--- src/rtl/axis_boxcar_averager_if.sv ---
// AXI-Stream data channel: payload, valid, ready.
interface axis_boxcar_averager_if #(
  parameter int unsigned DataWidth = 32
);
  logic [DataWidth-1:0] tdata;
  logic                 tvalid;
  logic                 tready;

  modport master (output tdata, output tvalid, input tready);
  modport slave  (input tdata, input tvalid, output tready);
endinterface

--- src/rtl/axis_boxcar_averager.sv ---
// Block-averaging decimator: sums 2^n signed samples and emits their floor mean on AXI-Stream.
module axis_boxcar_averager #(
  parameter int unsigned AXIS_TDATA_WIDTH = 32,
  parameter int unsigned LOG2_MAX_N       = 10
) (
  input  logic                              aclk,
  input  logic                              areset,
  input  logic [$clog2(LOG2_MAX_N+1)-1:0]   cfg_log2n,
  axis_boxcar_averager_if.slave             s_axis,
  axis_boxcar_averager_if.master            m_axis,
  output logic [31:0]                       sts_blocks
);

  localparam int unsigned AccW = AXIS_TDATA_WIDTH + LOG2_MAX_N;
  localparam int unsigned CfgW = $clog2(LOG2_MAX_N + 1);
  localparam logic [CfgW-1:0] MaxN = CfgW'(LOG2_MAX_N);

  logic signed [AccW-1:0]       acc_q, acc_d;
  logic [LOG2_MAX_N-1:0]        cnt_q, cnt_d;
  logic [CfgW-1:0]              n_lat_q, n_lat_d;
  logic                         m_valid_q, m_valid_d;
  logic [AXIS_TDATA_WIDTH-1:0]  m_data_q, m_data_d;
  logic [31:0]                  sts_q, sts_d;

  logic [CfgW-1:0]              n_clamp, n_use;
  logic [LOG2_MAX_N-1:0]        ones, cnt_last;
  logic signed [AccW-1:0]       sample_ext, acc_sum, mean_full;
  logic                         s_ready, accept, closing;

  // Effective block size, closing index and the running sum including the current sample.
  always_comb begin
    n_clamp    = (cfg_log2n > MaxN) ? MaxN : cfg_log2n;
    // Block length is only sampled when a new block starts; mid-block changes wait.
    n_use      = (cnt_q == '0) ? n_clamp : n_lat_q;
    ones       = '1;
    cnt_last   = ~(ones << n_use);
    sample_ext = {{LOG2_MAX_N{s_axis.tdata[AXIS_TDATA_WIDTH-1]}}, s_axis.tdata};
    acc_sum    = acc_q + sample_ext;
    mean_full  = acc_sum >>> n_use;
    // Only the block-closing sample can be blocked, and only by an unaccepted mean.
    s_ready    = ~m_valid_q | m_axis.tready | (cnt_q != cnt_last);
    accept     = s_axis.tvalid & s_ready;
    closing    = accept & (cnt_q == cnt_last);
  end

  // Next-state: accumulate, close blocks, and track downstream acceptance.
  always_comb begin
    acc_d     = acc_q;
    cnt_d     = cnt_q;
    n_lat_d   = n_lat_q;
    m_valid_d = m_valid_q;
    m_data_d  = m_data_q;
    sts_d     = sts_q;
    if (m_valid_q && m_axis.tready) begin
      m_valid_d = 1'b0;
      sts_d     = sts_q + 32'd1;
    end
    if (accept) begin
      if (cnt_q == '0) begin
        n_lat_d = n_clamp;
      end
      if (closing) begin
        // A mean produced in the same cycle as a handshake overrides the clear above.
        m_data_d  = mean_full[AXIS_TDATA_WIDTH-1:0];
        m_valid_d = 1'b1;
        acc_d     = '0;
        cnt_d     = '0;
      end else begin
        acc_d = acc_sum;
        cnt_d = cnt_q + 1'b1;
      end
    end
  end

  // State registers; reset discards any partial block.
  always_ff @(posedge aclk or posedge areset) begin
    if (areset) begin
      acc_q     <= '0;
      cnt_q     <= '0;
      n_lat_q   <= '0;
      m_valid_q <= 1'b0;
      m_data_q  <= '0;
      sts_q     <= '0;
    end else begin
      acc_q     <= acc_d;
      cnt_q     <= cnt_d;
      n_lat_q   <= n_lat_d;
      m_valid_q <= m_valid_d;
      m_data_q  <= m_data_d;
      sts_q     <= sts_d;
    end
  end

  // Port drive.
  always_comb begin
    s_axis.tready = s_ready;
    m_axis.tvalid = m_valid_q;
    m_axis.tdata  = m_data_q;
    sts_blocks    = sts_q;
  end

endmodule

--- src/flat_wrapper.sv ---
// flat-port wrapper written by rule: the top's interface ports become plain ports
module axis_boxcar_averager_flat 
#(
  parameter int unsigned AXIS_TDATA_WIDTH = 32,
  parameter int unsigned LOG2_MAX_N       = 10
)
  (aclk, areset, cfg_log2n, sts_blocks, s_axis_tdata, s_axis_tvalid, s_axis_tready, m_axis_tdata, m_axis_tvalid, m_axis_tready);
  axis_boxcar_averager_if #(.DataWidth(32)) s_axis_i ();
  axis_boxcar_averager_if #(.DataWidth(32)) m_axis_i ();
  input  logic aclk;
  input  logic areset;
  input  logic [$clog2(LOG2_MAX_N+1)-1:0] cfg_log2n;
  output logic [31:0] sts_blocks;
  input wire logic [$bits(s_axis_i.tdata)-1:0] s_axis_tdata;
  input wire logic [$bits(s_axis_i.tvalid)-1:0] s_axis_tvalid;
  output wire logic [$bits(s_axis_i.tready)-1:0] s_axis_tready;
  output wire logic [$bits(m_axis_i.tdata)-1:0] m_axis_tdata;
  output wire logic [$bits(m_axis_i.tvalid)-1:0] m_axis_tvalid;
  input wire logic [$bits(m_axis_i.tready)-1:0] m_axis_tready;
  assign s_axis_i.tdata = s_axis_tdata;
  assign s_axis_i.tvalid = s_axis_tvalid;
  assign s_axis_tready = s_axis_i.tready;
  assign m_axis_tdata = m_axis_i.tdata;
  assign m_axis_tvalid = m_axis_i.tvalid;
  assign m_axis_i.tready = m_axis_tready;
  axis_boxcar_averager #(.AXIS_TDATA_WIDTH(AXIS_TDATA_WIDTH), .LOG2_MAX_N(LOG2_MAX_N)) u_core (.aclk(aclk), .areset(areset), .cfg_log2n(cfg_log2n), .s_axis(s_axis_i), .m_axis(m_axis_i), .sts_blocks(sts_blocks));
endmodule
--- config.mk ---
export PLATFORM = sky130hd
export DESIGN_NAME = axis_boxcar_averager_flat
export DESIGN_NICKNAME = d
export VERILOG_FILES = /design/src/rtl/axis_boxcar_averager_if.sv /design/src/rtl/axis_boxcar_averager.sv /design/src/flat_wrapper.sv
export SDC_FILE = /design/constraint.sdc
export NUM_CORES = 1
export LEC_CHECK = 0
export CORE_MARGIN = 8
export CORE_UTILIZATION = 23
export DETAILED_ROUTE_END_ITERATION = 16
export MAX_ROUTING_LAYER = met4
export SLEW_MARGIN = 20
export SYNTH_ARGS = -nofsm -noshare
export SYNTH_HDL_FRONTEND = slang
export SYNTH_SLANG_ARGS = --single-unit
--- constraint.sdc ---
create_clock -name aclk -period 4.9 [get_ports aclk]
set_clock_uncertainty 0.15 [all_clocks]
set_input_delay 0.98 -clock aclk [delete_from_list [all_inputs] [get_ports aclk]]
set_output_delay 0.98 -clock aclk [all_outputs]
set_load 0.02 [all_outputs]
==> results.cfg <==
[sta]
worst_pin_slew_ns = 0.794
finalWorstPathRequiredPeriod_ns = 4.71
setup_viol = 0
layout_setup_ws_ns = 0.190
fin_setup_tns_ns = 0
grt_setup_unrepaired = false
slew_viol_final = 0
max_freq_ghz = 0.212
max_slew_margin_pct = 47.1
timing.final.crit_share_pct = 96.1
hold_violations = 0

[setup_path]
slowest_delay_ns = 0.58
end_kind = primary output
path_cells = inv_2 -> ha_1 -> or4b_4 -> o31ai_4 -> nand2_2 -> o41ai_2 -> o31ai_1 -> or4_4 -> or3_4 -> buf_2
worstSetupPathType = flip-flop to primary output
critPathSlowestCell = or4_4
cp_top_family = simple AND/OR/NAND/NOR gates
path_buf_inv = 2
r2r_slack_ns = 0.80
crit_required_ns = 3.77
r2r_start = u_core.cnt_q[1]
critPathMaxFanout = 4
worstPathArrival_ns = 3.58
r2r_end = u_core.m_axis.tdata[27]
start_kind = flip-flop
ff2ff_path_depth = 13

[synth]
async_flop_share_pct = 100
synthCells = 1199
yosysSeqAreaShare_pct = 30.2
syn_nets = 1284
synth_flop_cell = dfrtp_1
yosysWarnings = 0
syn_area_mm2 = 0.0100
synth_cell_types = 86
syn_avg_cell_area_um2 = 8.35
synth_seq_cells = 121
synth_edf_count = 0

[grt]
antenna_found_initial = 0
grt_max_degree = 82
grt_pass1_vias = 10100
globalRouteOverflowTotal = 0
grt_pass1_wl_mm = 57.6
grt_usage_pct = 14.8

[layout]
final_common_cell = nand2_1
antennaDiodeCount = 0
multiInputGateArea_mm2 = 0.00666
fin_nets = 1474
instances_no_fill = 1985
register_area_mm2 = 0.00303
syn2layout_area_growth_pct = 31.7
final_cell_mix = nand2_1 (168), buf_4 (138), dfrtp_1 (121)
fill_cells = 4628
layout-drive-gt1-share_pct = 16.4

[clocking]
cts_buffers = 17
clk_path_buf_depth = 2
post_cts_buffers = 0
htreeDepth = 4
cts.sinks = 121
ctsResizeCount = 4
cts_tree = yes
cts_root_buf = clkbuf_16
path_clk_slew_ns = 0.06
clkLatencyLatePin_ns = 0.43
postCtsHoldBufs = 0

[route]
drt-total-wl_mm = 36.9
vias_per_cell = 5.14
wl_per_cell_um = 18.6
drc = 0
antenna_left = 0
drt_pass1_iterations = 5
vias = 10200
drt_first_iter_violations = 861

[power]
power.share.switching_pct = 47.3
ir_drop_mv = 0.329
finalPower_mw = 8.54
clkPwrFrac_pct = 14.8
internal_power_mw = 4.50
leakage_nw = 5.42
p_per_area_mw_per_mm2 = 647
net-switching-power_mw = 4.04
seqPwrFrac_pct = 16.8
combPwrFrac_pct = 68.4

[floorplan]
die_h_um = 225
die_area_mm2 = 0.0505
ios = 106
die_x_um = 225
rows = 76
core_region_area_mm2 = 0.0430
initial_core_util_pct = 23.3

[place]
dpl.hpwl_mm = 29.2
dp_cells = 1955
place_congestion = 0.911
port_buffers = 105
pre_cts_ws_ns = -0.188

[worst_hold_path]
min_path_type = flip-flop to flip-flop
worstHoldStart = u_core.m_axis.tdata[12]
holdPathStages = 2
worstHoldEndpoint = u_core.m_axis.tdata[12]

[run_status]
status = finished clean

[run]
drv_cap = 0
==> cells by family (layout without fill, tap and decap cells) <==
| logic type | count (synthesis) | in the layout | synth area share, % |
|---|---|---|---|
| AOI/OAI and AO/OA | 395 | 395 | 27.0 |
| DFF | 121 | 121 | 30.2 |
| buffers and inverters | 87 | 288 | 3.61 |
| xor gates and xnor gates | 67 | 67 | 5.86 |
| and+or+nand+nor | 415 | 415 | 20.2 |
| adders and majority gates | 45 | 45 | 5.70 |
| muxes | 69 | 69 | 7.35 |
==> final cells by class <==
type                            instances  area share, %
Clock buffer                           19           3.43
Tap cell                              585           5.55
Timing Repair Buffer                  246           16.2
Multi-Input combinational cell        991           50.5
Clock inverter                         11          0.949
Sequential cell                       121           23.0
Inverter                               12          0.379
==> flip-flops by register name (all words and copies together) (netlist names) <==
signal and cells:
u_core.cnt_q 10, u_core.m_axis.tdata 32, u_core.n_lat_q 4, u_core.m_axis.tvalid 1
u_core.sts_blocks 32, u_core.acc_q 42
==> power by group through the flow <==
stage	clock (mW)	combinational [mW]	sequential [mW]
after detailed placement	0	5.74	1.45
after floorplan	0	3.49	1.39
after global routing	1.33	6.33	1.46
after global placement	0	5.72	1.44
after CTS	1.29	5.77	1.43
final	1.27	5.84	1.43
==> cell usage after synthesis (26+ instances only) <==
library cell	instances	area share, %
mux2i_1	42	4.2
a211oi_1	29	2.2
nand2_1	168	6.3
nor2_1	77	2.9
a21oi_1	79	3.9
o21ai_0	70	3.5
nand3_1	33	1.6
a22o_1	32	2.8
dfrtp_1	121	30
xor2_1	26	2.3
clkbuf_1	59	2.2
ha_1	44	5.5
mux2_2	26	2.9
xnor2_1	41	3.6
==> worst register-to-register path: stages (launching register included) <==
cell,delay (ns)
dfrtp_1,0.41
inv_2,0.10
ha_1,0.17
or4b_4,0.49
o31ai_4,0.27
nand2_2,0.10
o41ai_2,0.33
o31ai_1,0.11
or4_4,0.58
buf_4,0.19
nor3_4,0.38
nand2_2,0.25
nor4_1,0.37
nor3_1,0.08
==> routing by layer <==
layer	routed length (um)	vias to the layer above	GRT usage (%)
met5	0	-	-
li1	-	4935	-
met4	1070	0	5.11
met2	17600	285	24.2
met1	16400	4922	18.5
met3	1780	62	2.25
==> how the worst max path moves through the flow <==
stage | startpoint | to | slack [ns] | cells past startpoint
after detailed placement | cfg_log2n[3] | s_axis_tready | -0.19 | 8
after CTS | u_core.cnt_q[1] | s_axis_tready | 0.02 | 10
after global routing | s_axis_tdata[0] | u_core.m_axis.tdata[27] | 0.01 | 15
final | u_core.cnt_q[1] | s_axis_tready | 0.19 | 10
after global placement | cfg_log2n[3] | s_axis_tready | -0.18 | 8
after floorplan | areset | u_core.acc_q[0] | 0.56 | 1
==> stage by stage <==
step | cell area [um^2] | util, % | hold WS, ns
after CTS | 13200 | 30.7 | 0.330
after floorplan | 10000 | - | 0.304
after global routing | 13200 | 30.7 | 0.337
after global placement | 12600 | 29.3 | 0.307
after detailed placement | 12600 | 29.3 | 0.315
final | 13200 | 30.7 | 0.322
(Power assumes the default switching activity.)
